==> config.mk <==
export PLATFORM = sky130hd
export DESIGN_NAME = pong_anim_display
export DESIGN_NICKNAME = d
export VERILOG_FILES = /design/src/rtl/pong_pkg.sv /design/src/rtl/pong_ball_ctrl.sv /design/src/rtl/pong_anim_display.sv
export SDC_FILE = /design/constraint.sdc
export NUM_CORES = 1
export LEC_CHECK = 0
export ABC_AREA = 1
export CAP_MARGIN = 10
export CORE_MARGIN = 1.5
export CORE_UTILIZATION = 45
export DETAILED_ROUTE_END_ITERATION = 6
export GPL_TIMING_DRIVEN = 0
export PLACE_DENSITY = 0.72
export SYNTH_ARGS = -nofsm -noshare
export SYNTH_HDL_FRONTEND = slang
export SYNTH_SLANG_ARGS = --single-unit
==> constraint.sdc <==
create_clock -name clk -period 5.28 [get_ports clk]
set_input_delay 0.792 -clock clk [delete_from_list [all_inputs] [get_ports clk]]
set_output_delay 0.792 -clock clk [all_outputs]
set_load 0.02 [all_outputs]
==> src/rtl/pong_pkg.sv <==
// Shared definitions for the animated pong playfield.
// Holds default geometry and speed constants, the 4-bit colour codes and
// the direction encoding used for the ball's x and y motion.
package pong_pkg;

    localparam int unsigned DEF_MAX_X      = 640;
    localparam int unsigned DEF_MAX_Y      = 480;
    localparam int unsigned DEF_WALL_X_L   = 32;
    localparam int unsigned DEF_WALL_X_R   = 35;
    localparam int unsigned DEF_BAR_X_L    = 600;
    localparam int unsigned DEF_BAR_X_R    = 603;
    localparam int unsigned DEF_BAR_Y_SIZE = 72;
    localparam int unsigned DEF_BAR_V      = 4;
    localparam int unsigned DEF_BALL_SIZE  = 8;
    localparam int unsigned DEF_BALL_V     = 2;
    localparam int unsigned DEF_CNT_W      = 8;

    localparam logic [3:0] WALL_RGB = 4'ha;
    localparam logic [3:0] BAR_RGB  = 4'h3;
    localparam logic [3:0] BALL_RGB = 4'h9;
    localparam logic [3:0] BG_RGB   = 4'he;

    // DIR_POS: right / down, DIR_NEG: left / up
    typedef enum logic {
        DIR_POS = 1'b0,
        DIR_NEG = 1'b1
    } dir_t;

endpackage

==> src/rtl/pong_ball_ctrl.sv <==
// Ball motion and collision resolution, advanced once per frame tick.
// Ports:
//   clk, reset          clock, asynchronous active-high reset
//   tick                one-clock frame update strobe
//   bar_y               current bar top edge
//   ball_x, ball_y      ball top-left corner
//   hit, miss           one-clock event pulses, the clock after the tick
//   hit_cnt, miss_cnt   wrapping event counters
module pong_ball_ctrl
    import pong_pkg::*;
#(
    parameter int unsigned MAX_X      = DEF_MAX_X,
    parameter int unsigned MAX_Y      = DEF_MAX_Y,
    parameter int unsigned WALL_X_R   = DEF_WALL_X_R,
    parameter int unsigned BAR_X_L    = DEF_BAR_X_L,
    parameter int unsigned BAR_X_R    = DEF_BAR_X_R,
    parameter int unsigned BAR_Y_SIZE = DEF_BAR_Y_SIZE,
    parameter int unsigned BALL_SIZE  = DEF_BALL_SIZE,
    parameter int unsigned BALL_V     = DEF_BALL_V,
    parameter int unsigned CNT_W      = DEF_CNT_W
)(
    input  logic             clk,
    input  logic             reset,
    input  logic             tick,
    input  logic [15:0]      bar_y,
    output logic [15:0]      ball_x,
    output logic [15:0]      ball_y,
    output logic             hit,
    output logic             miss,
    output logic [CNT_W-1:0] hit_cnt,
    output logic [CNT_W-1:0] miss_cnt
);

    localparam logic [15:0] X_START  = 16'(MAX_X / 2);
    localparam logic [15:0] Y_START  = 16'(MAX_Y / 2);
    localparam logic [15:0] Y_LIM    = 16'(MAX_Y);
    localparam logic [15:0] STEP     = 16'(BALL_V);
    localparam logic [15:0] SIZE     = 16'(BALL_SIZE);
    localparam logic [15:0] WALL_LIM = 16'(WALL_X_R + 1 + BALL_V);
    localparam logic [15:0] MISS_LIM = 16'(MAX_X - BALL_SIZE);
    localparam logic [15:0] BAR_L    = 16'(BAR_X_L);
    localparam logic [15:0] BAR_R    = 16'(BAR_X_R);
    localparam logic [15:0] BAR_H    = 16'(BAR_Y_SIZE);

    dir_t        dir_x, dir_y, dir_x_n, dir_y_n;
    logic [15:0] x_n, y_n, ball_r;
    logic        hit_c, miss_c;

    always_comb begin
        dir_x_n = dir_x;
        dir_y_n = dir_y;
        hit_c   = 1'b0;
        ball_r  = ball_x + SIZE - 16'd1;
        miss_c  = (ball_x >= MISS_LIM);

        if (ball_y <= STEP)
            dir_y_n = DIR_POS;
        else if (ball_y + SIZE + STEP >= Y_LIM)
            dir_y_n = DIR_NEG;

        if (ball_x <= WALL_LIM)
            dir_x_n = DIR_POS;

        if ((dir_x == DIR_POS) && (ball_r >= BAR_L) && (ball_r <= BAR_R) &&
            (ball_y <= bar_y + BAR_H - 16'd1) && (ball_y + SIZE - 16'd1 >= bar_y)) begin
            dir_x_n = DIR_NEG;
            hit_c   = 1'b1;
        end

        // step uses the direction just resolved, so a bounce moves away in the same tick
        x_n = (dir_x_n == DIR_POS) ? ball_x + STEP : ball_x - STEP;
        y_n = (dir_y_n == DIR_POS) ? ball_y + STEP : ball_y - STEP;

        // a miss discards every other update this tick and serves from the centre
        if (miss_c) begin
            x_n     = X_START;
            y_n     = Y_START;
            dir_x_n = DIR_NEG;
            dir_y_n = dir_y;
            hit_c   = 1'b0;
        end
    end

    always_ff @(posedge clk or posedge reset) begin
        if (reset) begin
            ball_x   <= X_START;
            ball_y   <= Y_START;
            dir_x    <= DIR_POS;
            dir_y    <= DIR_POS;
            hit      <= 1'b0;
            miss     <= 1'b0;
            hit_cnt  <= '0;
            miss_cnt <= '0;
        end else begin
            hit  <= tick && hit_c;
            miss <= tick && miss_c;
            if (tick) begin
                ball_x <= x_n;
                ball_y <= y_n;
                dir_x  <= dir_x_n;
                dir_y  <= dir_y_n;
                if (hit_c)
                    hit_cnt <= hit_cnt + 1'b1;
                if (miss_c)
                    miss_cnt <= miss_cnt + 1'b1;
            end
        end
    end

endmodule

==> src/rtl/pong_anim_display.sv <==
// Animated pong playfield: wall, player bar and moving ball.
// Sits between the VGA sync generator and the RGB output mux.
// Ports:
//   clk, reset          clock, asynchronous active-high reset
//   video_on            visible-region flag from the sync generator
//   pix_x, pix_y        current pixel column / row
//   btn_up, btn_dn      synchronised bar controls (level)
//   pause               freezes all motion; rendering continues
//   graph_rgb           registered pixel colour (one clock latency)
//   hit, miss           one-clock pulses after a frame with that event
//   hit_cnt, miss_cnt   wrapping event counters
module pong_anim_display
    import pong_pkg::*;
#(
    parameter int unsigned MAX_X      = DEF_MAX_X,
    parameter int unsigned MAX_Y      = DEF_MAX_Y,
    parameter int unsigned WALL_X_L   = DEF_WALL_X_L,
    parameter int unsigned WALL_X_R   = DEF_WALL_X_R,
    parameter int unsigned BAR_X_L    = DEF_BAR_X_L,
    parameter int unsigned BAR_X_R    = DEF_BAR_X_R,
    parameter int unsigned BAR_Y_SIZE = DEF_BAR_Y_SIZE,
    parameter int unsigned BAR_V      = DEF_BAR_V,
    parameter int unsigned BALL_SIZE  = DEF_BALL_SIZE,
    parameter int unsigned BALL_V     = DEF_BALL_V,
    parameter int unsigned CNT_W      = DEF_CNT_W
)(
    input  logic             clk,
    input  logic             reset,
    input  logic             video_on,
    input  logic [15:0]      pix_x,
    input  logic [15:0]      pix_y,
    input  logic             btn_up,
    input  logic             btn_dn,
    input  logic             pause,
    output logic [3:0]       graph_rgb,
    output logic             hit,
    output logic             miss,
    output logic [CNT_W-1:0] hit_cnt,
    output logic [CNT_W-1:0] miss_cnt
);

    localparam logic [15:0] TICK_Y    = 16'(MAX_Y);
    localparam logic [15:0] BAR_Y_RST = 16'(MAX_Y / 2 - BAR_Y_SIZE / 2);
    localparam logic [15:0] BAR_Y_MAX = 16'(MAX_Y - BAR_Y_SIZE);
    localparam logic [15:0] BAR_STEP  = 16'(BAR_V);
    localparam logic [15:0] BAR_H     = 16'(BAR_Y_SIZE);
    localparam logic [15:0] WALL_L    = 16'(WALL_X_L);
    localparam logic [15:0] WALL_R    = 16'(WALL_X_R);
    localparam logic [15:0] BAR_L     = 16'(BAR_X_L);
    localparam logic [15:0] BAR_R     = 16'(BAR_X_R);
    localparam logic [15:0] BALL_SZ   = 16'(BALL_SIZE);

    logic        cond, cond_d, refr_tick;
    logic [15:0] bar_y, bar_n;
    logic [15:0] ball_x, ball_y;
    logic        wall_on, bar_on, ball_on;
    logic [3:0]  rgb_n;

    // edge-detect so a pixel position held for several clocks yields one tick;
    // the history keeps updating under pause so release never fires a stale tick
    assign cond      = (pix_y == TICK_Y) && (pix_x == '0);
    assign refr_tick = cond && !cond_d && !pause;

    always_ff @(posedge clk or posedge reset) begin
        if (reset)
            cond_d <= 1'b0;
        else
            cond_d <= cond;
    end

    always_comb begin
        bar_n = bar_y;
        if (btn_up && !btn_dn)
            bar_n = (bar_y >= BAR_STEP) ? bar_y - BAR_STEP : '0;
        else if (btn_dn && !btn_up)
            bar_n = (bar_y + BAR_STEP > BAR_Y_MAX) ? BAR_Y_MAX : bar_y + BAR_STEP;
    end

    always_ff @(posedge clk or posedge reset) begin
        if (reset)
            bar_y <= BAR_Y_RST;
        else if (refr_tick)
            bar_y <= bar_n;
    end

    pong_ball_ctrl #(
        .MAX_X      (MAX_X),
        .MAX_Y      (MAX_Y),
        .WALL_X_R   (WALL_X_R),
        .BAR_X_L    (BAR_X_L),
        .BAR_X_R    (BAR_X_R),
        .BAR_Y_SIZE (BAR_Y_SIZE),
        .BALL_SIZE  (BALL_SIZE),
        .BALL_V     (BALL_V),
        .CNT_W      (CNT_W)
    ) u_ball (
        .clk      (clk),
        .reset    (reset),
        .tick     (refr_tick),
        .bar_y    (bar_y),
        .ball_x   (ball_x),
        .ball_y   (ball_y),
        .hit      (hit),
        .miss     (miss),
        .hit_cnt  (hit_cnt),
        .miss_cnt (miss_cnt)
    );

    always_comb begin
        wall_on = (pix_x >= WALL_L) && (pix_x <= WALL_R);
        bar_on  = (pix_x >= BAR_L) && (pix_x <= BAR_R) &&
                  (pix_y >= bar_y) && (pix_y <= bar_y + BAR_H - 16'd1);
        ball_on = (pix_x >= ball_x) && (pix_x <= ball_x + BALL_SZ - 16'd1) &&
                  (pix_y >= ball_y) && (pix_y <= ball_y + BALL_SZ - 16'd1);
        rgb_n = '0;
        if (video_on) begin
            if (wall_on)
                rgb_n = WALL_RGB;
            else if (bar_on)
                rgb_n = BAR_RGB;
            else if (ball_on)
                rgb_n = BALL_RGB;
            else
                rgb_n = BG_RGB;
        end
    end

    always_ff @(posedge clk or posedge reset) begin
        if (reset)
            graph_rgb <= '0;
        else
            graph_rgb <= rgb_n;
    end

endmodule

## Word-level counts from Yosys, hierarchy flattened

Cells that the tools add are included.

- Register bits: 73
- Latch bits: 0
- Bits in writable memories: 0
- Memory bits (read-only): 0
- Input bits: 38
- Logic and storage cells: 96
- Memories kept: 0

- Add/sub/neg operators: 15
- Multipliers: 0
- Div/mod/pow operators: 0
- $lt $le $gt $ge: 20
- Equal/unequal tests: 1
- Shifts and indexed selects: 0
- Multiplexer cells: 19
- Bitwise gates (word level): 2
- Reductions and logical operators: 28

Operators by type and width:

| cell | count |
|---|---|
| 2-to-1 mux 16 bit | 8 |
| greater-or-equal comparator 16 bit | 4 |
| less-or-equal comparator 16 bit | 4 |
| adder 16 x 2 -> 16 bit (second input constant) | 3 |
| greater-or-equal comparator 16 x 10 -> 1 bit (second input constant) | 3 |
| subtractor 16 x 1 -> 16 bit (second input constant) | 3 |
| adder 16 x 4 -> 16 bit (second input constant) | 2 |
| less-or-equal comparator 16 x 10 -> 1 bit (second input constant) | 2 |
| less-or-equal comparator 16 x 6 -> 1 bit (second input constant) | 2 |
| subtractor 16 x 2 -> 16 bit (second input constant) | 2 |
| logical AND 1 bit | 18 |
| adder 16 x 3 -> 16 bit (second input constant) | 1 |
| adder 16 x 7 -> 16 bit (second input constant) | 1 |
| adder 8 x 1 -> 8 bit (second input constant) | 2 |
| == test 16 x 9 -> 1 bit (second input constant) | 1 |
| greater-or-equal comparator 16 x 3 -> 1 bit (second input constant) | 1 |
| greater-or-equal comparator 16 x 6 -> 1 bit (second input constant) | 1 |
| greater-or-equal comparator 16 x 9 -> 1 bit (second input constant) | 1 |
| greater-than comparator 16 x 9 -> 1 bit (second input constant) | 1 |
| less-or-equal comparator 16 x 2 -> 1 bit (second input constant) | 1 |
| logical NOT 16 bit | 1 |
| subtractor 16 x 3 -> 16 bit (second input constant) | 1 |
| 2-to-1 mux 4 bit | 3 |
| AND reduction 2 bit | 4 |
| 5 further kinds | 15 |

## Depth between registers and ports, before layout

Gate-level depths: netlist of the first run.

- Depth after elaboration: 10
- Gate-level depth with buffers: 34

## Cells and area by module

From an unflattened synthesis of the first run, not the netlist that was laid out.

- Cell total of the unflattened synthesis: 1583
- Area, all modules: 10478.8 um2

Modules (own cells, without submodules):

| module | times used | cells each | area each (um2) |
|---|---|---|---|
| pong_ball_ctrl | 1 | 835 | 5597.9 |
| pong_anim_display | 1 | 748 | 4880.9 |

## Least setup slack after synthesis of the first run

No wires, ideal clock.

- Path type: reg2reg
- Start point: register u_ball.ball_y[4]
- End point: register u_ball.ball_x[15]
- Arrival: 4.880 ns
- Data required time: 5.162 ns
- Slack: 0.282 ns
- Cell stages (with the launch flop): 30
- Period minus slack after synthesis: 4.998 ns
- Cells stage by stage: dfstp_2 ha_1 inv_1 o21ai_0 nand2_2 inv_1 nand4_1 nor2_1 nand3_1 nor3_1 xor2_1 inv_1 ha_1 nand4_1 nor3_1 nand2_1 o2111ai_1 nand4_2 nand2_1 ha_1 a21oi_1 nand2_1 a21oi_1 o21ai_0 nand2_1 a21oi_1 a21oi_1 nand3_1 nand3_1 nand2_1

- Word-level cells in the longest chain between the ends: 7
- Elaborated cells between the ends (all ways): 9
- Those cells by class: add/sub: 2; order compare: 2; mux: 3; reduce/logical: 2

RTL lines:

| element | line | RTL |
|---|---|---|
| start: declaration | pong_ball_ctrl.sv:27 | `output logic [15:0] ball_y,` |
| start signal: assignment | pong_ball_ctrl.sv:99 | `ball_y <= y_n;` |
| adder 16 x 4 -> 16 bit | pong_ball_ctrl.sv:65 | `(ball_y <= bar_y + BAR_H - 16'd1) && (ball_y + SIZE - 16'd1 >= bar_y)) begin` |
| subtractor 16 x 1 -> 16 bit | pong_ball_ctrl.sv:65 |  |
| greater-or-equal comparator 16 bit | pong_ball_ctrl.sv:65 |  |
| logical AND 1 bit (*) | pong_ball_ctrl.sv:65 |  |
| 2-to-1 mux 1 bit (*) | pong_ball_ctrl.sv:64 | `if ((dir_x == DIR_POS) && (ball_r >= BAR_L) && (ball_r <= BAR_R) &&` |
| 2-to-1 mux 16 bit (*) | pong_ball_ctrl.sv:71 | `x_n = (dir_x_n == DIR_POS) ? ball_x + STEP : ball_x - STEP;` |
| 2-to-1 mux 16 bit (*) | pong_ball_ctrl.sv:75 | `if (miss_c) begin` |
| end signal: assignment | pong_ball_ctrl.sv:98 | `ball_x <= x_n;` |
| end: declaration | pong_ball_ctrl.sv:26 | `output logic [15:0] ball_x,` |

Mark *: on every way between the ends. The rest lies on a longest branch, timed or not.
A chain may end at the register's enable or synchronous reset.

## Worst setup path in the final report of the first run

Ends and elaborated chain as after synthesis.

==> flow_summary.toml, run 1 <==
[sta]
fmax_mhz = 199
setup_violations = 0
hold_violations = 0
fin_crit_ps = 5020
slew_viol_final = 0
tightest_slew_ps = 1180
clock_skew_ps = 8.22
period_share_pct = 95.2
slew_headroom_pct = 20.4

[yosys]
syn_area_um2 = 9100
syn-num-nets = 1528
syn_inst = 1340
avgSynthCellArea_um2 = 6.79
synth_warnings = 0
ys_ff_latch = 69
synthFlopType = "dfrtp_1"
async_reset_ff_share_pct = 100
synth_edf_count = 0
synth-seq-area-share_pct = 19.1
synth_cell_types = 53

[cts]
cts_hold_buf = 0
cts_made_buffers = 9
clockRootBuffer = "clkbuf_16"
clkTransAtPathRegs_ps = 60
cts_sinks = 69
insertion_delay_ps = 350
cts_tree = "built"
cts_buffer_depth = 2
htree_levels = 3

[setup_path]
r2r-end = "u_ball.ball_x[15]"
crit_slowest_cell = "dfstp_2"
startpoint = "u_ball.ball_y[4]"
reg2reg_slack_ps = 260
worstSetupPathType = "reg -> reg"
crit_top_cell = "nand2_1"
arrival_ps = 5260
r2r_cells = 30
slowest_delay_ps = 570
worstSetupEndpointType = "flip-flop"
cp-start-kind = "flip-flop"
r2r-start = "u_ball.ball_y[4]"
cp.required_ps = 5520
crit_fanout = 8

[grt]
grt_pass1_wl_mm = 43.8
grt_pass1_vias = 8732
track_usage_pct = 25.6
grt_max_degree = 37
gr-total-overflow = 0
antenna_found_initial = 0

[detailed_routing]
vias = 9454
routedWlPerCell_um = 16.3
dr.pass1.iters = 5
drc = 0
vias_per_cell = 5.58
drt_iter0_drc = 787
wirelength_mm = 27.6
antenna_left = 0

[floorplanning]
io_pins = 60
rows = 51
die_h_um = 145
core_area_um2 = 19700
fp.dieW_um = 145
die_area_um2 = 21100
start_util_pct = 46.3

[layout]
area_delta_synth_final_pct = 17.1
seqCellArea_um2 = 1740
final_cells = 1693
drive_above_1_share_pct = 7.42
multi_input_area_um2 = 6820
final_common_cell = "nand2_1"
final_cell_mix = "nand2_1, inv_1, ha_1"
final_nets = 1611
fill_cells = 1956
num_antenna_cells = 0

[hold_path]
hold_depth = 1
hp-class = "reg -> reg"
min_from = "u_ball.miss_cnt[7]"
hold_end = "u_ball.miss_cnt[7]"

[pwr]
leakage_nw = 5.28
total_power_mw = 1.40
peakVddDrop_v = 0.0000945
p_per_area_nw_per_um2 = 131

[place]
gp_congestion = 0.918
port_buffers = 59
dp_hpwl_mm = 21.8
post-place-cells = 1665

[flow_run]
maxCapViolations = 0

[outcome]
status = "completed"
[routing by layer]
| layer | vias up | GRT usage, % | share of wire [%] |
|---|---|---|---|
| met3 | 65 | 3.21 | 5.5 |
| met2 | 302 | 40.2 | 45 |
| met1 | 4404 | 34.4 | 46 |
| met5 | - | 0 | 0 |
| met4 | 0 | 12.8 | 4.0 |
| li1 | 4683 | - | - |
[kinds of logic (layout without fill, tap and decap cells)]
| group | count (synthesis) | in the layout | synth area share [%] |
|---|---|---|---|
| compound gates | 189 | 189 | 12.0 |
| simple gates | 657 | 658 | 31.9 |
| xor+xnor | 83 | 83 | 8.15 |
| fa+ha+maj | 150 | 150 | 20.7 |
| mux | 1 | 1 | 0.124 |
| buf+inv | 191 | 278 | 8.07 |
| flops | 69 | 69 | 19.1 |
[cells in the mapped netlist, types with 3 or more instances]
cell type  count  area share, %
nor2_2         9           0.62
a31oi_1        7           0.48
ha_1         149             20
o31ai_1        6           0.49
nand2_2        9           0.62
o2111ai_1      5           0.48
inv_2          5           0.21
dfstp_2       10            2.9
nand4_1       41            2.8
nand3_2        4           0.44
nor2_1       135            5.6
nand2_1      297             12
nor2_4         3           0.37
o21ai_1        8           0.44
xnor2_1       12            1.2
nor4_1        12           0.82
nand3_1      103            5.7
xor2_1        69            6.6
clkbuf_1      12           0.49
inv_1        163            6.7
o21ai_0       49            2.7
dfrtp_1       59             16
o22ai_1        8           0.55
nor3_1        35            1.9
o211ai_1       8           0.66
a211oi_1       3           0.25
a21oi_1       76            4.2
clkinv_1       6           0.25
[registers in the layout (all words and copies together) (netlist names)]
signal,count
u_ball.dir_y,1
u_ball.hit,1
u_ball.miss_cnt,8
graph_rgb,4
u_ball.ball_y,15
u_ball.ball_x,15
u_ball.hit_cnt,8
u_ball.miss,1
bar_y,14
u_ball.dir_x,1
cond_d,1
[layout make-up]
class,count,share of cell area [%]
clock inverters,7,1.13
flip-flops and latches,69,16.3
multi-input cells,1081,63.9
plain buffers,17,0.763
inverters,174,6.15
clock buffers,9,2.11
well taps,265,3.11
repair buffers,71,6.50
[worst max-delay path: cells and delay by family (launching register included)]
family                     cells  cell delay (ps)
AOI/OAI and AO/OA              7              890
xor gates and xnor gates       1              240
adders and majority gates      2              550
buffers and inverters          4              430
DFF                            1              570
and+or+nand+nor               16             2220
[stage by stage]
stage | TNS [ps] | utilization [%] | cell area (µm²) | hold WS [ps] | setup WS [ps]
5_1_grt | -100 | 54.3 | 10700 | 510 | -75.6
2_1_floorplan | 0 | - | 9100 | 453 | 282
6_report | 0 | 54.3 | 10700 | 470 | 256
3_3_place_gp | -5530 | 51.0 | 10000 | 463 | -869
4_1_cts | 0 | 53.2 | 10500 | 480 | 15.1
3_5_place_dp | -6600 | 51.1 | 10000 | 472 | -969
[worst max-delay path by stage]
stage / to / slack [ps] / cells past startpoint
2_1_floorplan: u_ball.ball_x[15] / 280 / 29
3_3_place_gp: u_ball.ball_x[15] / -870 / 30
3_5_place_dp: u_ball.ball_x[15] / -970 / 30
4_1_cts: u_ball.ball_x[15] / 20 / 30
5_1_grt: u_ball.ball_x[15] / -80 / 28
6_report: u_ball.ball_x[15] / 260 / 30
[what timing repair did]
item	CTS	global route
gates resized for setup	9	23
gates cloned	0	1
endpoints found under the setup margin	12	5
buffers inserted	2	9
pin swaps	1	5
[power by group]
part           switching [mW]  internal, mW  leakage, nW
Sequential           0.000335         0.531        0.791
Clock                   0.259         0.464        0.166
Combinational          0.0870        0.0607         4.33
Total                   0.346          1.06         5.28
No activity file was read; power rests on OpenSTA's default activity.
==> run 2: changes to the inputs <==
--- a/config.mk
+++ b/config.mk
@@ -7,11 +7,13 @@
 export LEC_CHECK = 0
 export ABC_AREA = 1
 export CAP_MARGIN = 10
+export CELL_PAD_IN_SITES_DETAIL_PLACEMENT = 1
+export CELL_PAD_IN_SITES_GLOBAL_PLACEMENT = 1
 export CORE_MARGIN = 1.5
-export CORE_UTILIZATION = 45
+export CORE_UTILIZATION = 40
 export DETAILED_ROUTE_END_ITERATION = 6
 export GPL_TIMING_DRIVEN = 0
-export PLACE_DENSITY = 0.72
+export PLACE_DENSITY = 0.84
 export SYNTH_ARGS = -nofsm -noshare
 export SYNTH_HDL_FRONTEND = slang
 export SYNTH_SLANG_ARGS = --single-unit
==> run 2 against run 1 <==
Against the previous run: the run now ends with capacitance limit, slew limit left; core utilization down 6.0 points; design area increased by 1.8%; clock-buffer cell count stayed put; critical endpoint is now u_ball.ball_x[13]; largest cell class unchanged; largest power group unchanged.
==> flow_summary.toml, run 2 (synthesis results as in run 1) <==
[outcome]
status = "finished with violations"
failed_checks = "capacitance limit, slew limit"

[detailed_routing]
vias_per_cell = 5.74
routedWlPerCell_um = 19.5
drc = 0
vias = 9914
antenna_left = 0
drt_iter0_drc = 514
wirelength_mm = 33.7
dr.pass1.iters = 4

[place]
dp_hpwl_mm = 25.6
gp_congestion = 0.920
dp_slack_ps = -1210
placed_cell_area_um2 = 10100
port_buffers = 59

[grt]
grt_max_degree = 59
gr-total-overflow = 0
antenna_found_initial = 0
grt_pass1_wl_mm = 52.7
grt_pass1_vias = 10300
track_usage_pct = 27.9

[cts]
htree_levels = 3
cts_tree = "built"
clkTransAtPathRegs_ps = 70
clockRootBuffer = "clkbuf_16"
cts_made_buffers = 9
cts_sinks = 69
insertion_delay_ps = 360
cts_buffer_depth = 2

[floorplanning]
rows = 55
start_util_pct = 40.5
fp.dieW_um = 154
io_pins = 60
die_area_um2 = 23700
die_h_um = 154
core_area_um2 = 22500

[hold_path]
hp-class = "reg -> reg"

[sta]
setup_ws_ps = 188
setup_violations = 0
fmax_mhz = 196
clock_skew_ps = 5.31
period_share_pct = 96.4
hold_ws_ps = 475
tightest_slew_ps = 1690
tns_ps = 0
hold_violations = 0
slew_viol_final = 6
fin_crit_ps = 5090
slew_headroom_pct = -13.7
grt_setup_unrepaired = "true"

[pwr]
leakage_nw = 5.34
peakVddDrop_v = 0.000112
p_per_area_nw_per_um2 = 122

[layout]
final_nets = 1625
top_regs = "u_ball.ball_x x15, u_ball.ball_y x15, bar_y x14"
num_antenna_cells = 0
final_common_cell = "nand2_1"
final_cell_mix = "nand2_1, inv_1, ha_1"
drive_above_1_share_pct = 9.92
design_area_um2 = 10900
area_delta_synth_final_pct = 19.2

[setup_path]
crit_fanout = 7
crit_slowest_cell = "dfstp_2"
crit_top_cell = "nand2_1"
slowest_delay_ps = 590
worstSetupEndpointType = "flip-flop"
arrival_ps = 5320
cp.required_ps = 5500
cp-start-kind = "flip-flop"
worstSetupPathType = "reg -> reg"

[flow_run]
maxCapViolations = 1
## run 2: cell types whose count changed in the layout (fill, tap and decap cells not counted), moves of 3 or more
| cell | before | now |
|---|---|---|
| a21oi_1 | 73 | 70 |
| bufinv_16 | 3 | 0 |
| o21ai_1 | 12 | 8 |
| o21ai_2 | 0 | 5 |
| nor2_2 | 11 | 14 |
| buf_4 | 13 | 26 |
| nand2_1 | 295 | 292 |
| ha_1 | 143 | 139 |
## run 2: worst max-delay path, delay by kind of cell, from the launching register on
family	cells	cell delay (ps)
compound gates	5	620
xor+xnor	2	480
fa+ha+maj	2	770
buf+inv	4	500
flops	1	590
simple gates	15	2000
## run 2: power by group
part	switching [mW]	internal, mW	total [mW]
combinational	0.0945	0.0621	0.157
sequential	0.000396	0.530	0.530
clock	0.302	0.330	0.632
## run 2: per-stage QoR
| step | total power, mW | cells | util [%] |
|---|---|---|---|
| 2_1_floorplan | 0.612 | 1340 | - |
| 6_report | 1.32 | 1727 | 48.2 |
| 4_1_cts | 1.32 | 1706 | 46.8 |
| 3_5_place_dp | 0.694 | 1685 | 44.8 |
| 3_3_place_gp | 0.685 | 1684 | 44.7 |
| 5_1_grt | 1.36 | 1727 | 48.2 |
## run 2: worst paths after layout
path | startpoint | end | slack [ps] | cells after the start
setup / recovery | u_ball.ball_y[4] | u_ball.ball_x[13] | 190 | 28
hold / removal | u_ball.miss_cnt[7] | u_ball.miss_cnt[7] | 470 | 1
setup reg to reg | u_ball.ball_y[4] | u_ball.ball_x[13] | 190 | 28
hold reg to reg | u_ball.miss_cnt[7] | u_ball.miss_cnt[7] | 470 | 1
max in group asynchronous | reset | bar_y[2] | 3960 | 3
min in group asynchronous | reset | u_ball.miss_cnt[2] | 690 | 2
## run 2: layer usage
layer,global-route usage (%),wire length [µm],up-vias
li1,-,-,4705
met1,34.3,14500,4827
met2,50.0,16600,291
met5,0,0,-
met3,3.33,1470,91
met4,10.2,1210,0
## run 2: final cells by class
type	count	area [µm²]
tap	285	357
sequential	69	1740
inverter	174	658
timing repair buffer	85	810
clock inverter	7	63.8
multi-input combinational	1082	6920
clock buffer	9	225
buffer	16	77.6
fill	2936	11600
## run 2: timing repair
action | CTS | global route
endpoints found under the setup margin | 14 | 10
resized for setup | 17 | 41
hold buffers | 0 | 0
gates cloned | 0 | 2
buffers inserted | 5 | 20
pin swaps | 2 | 16
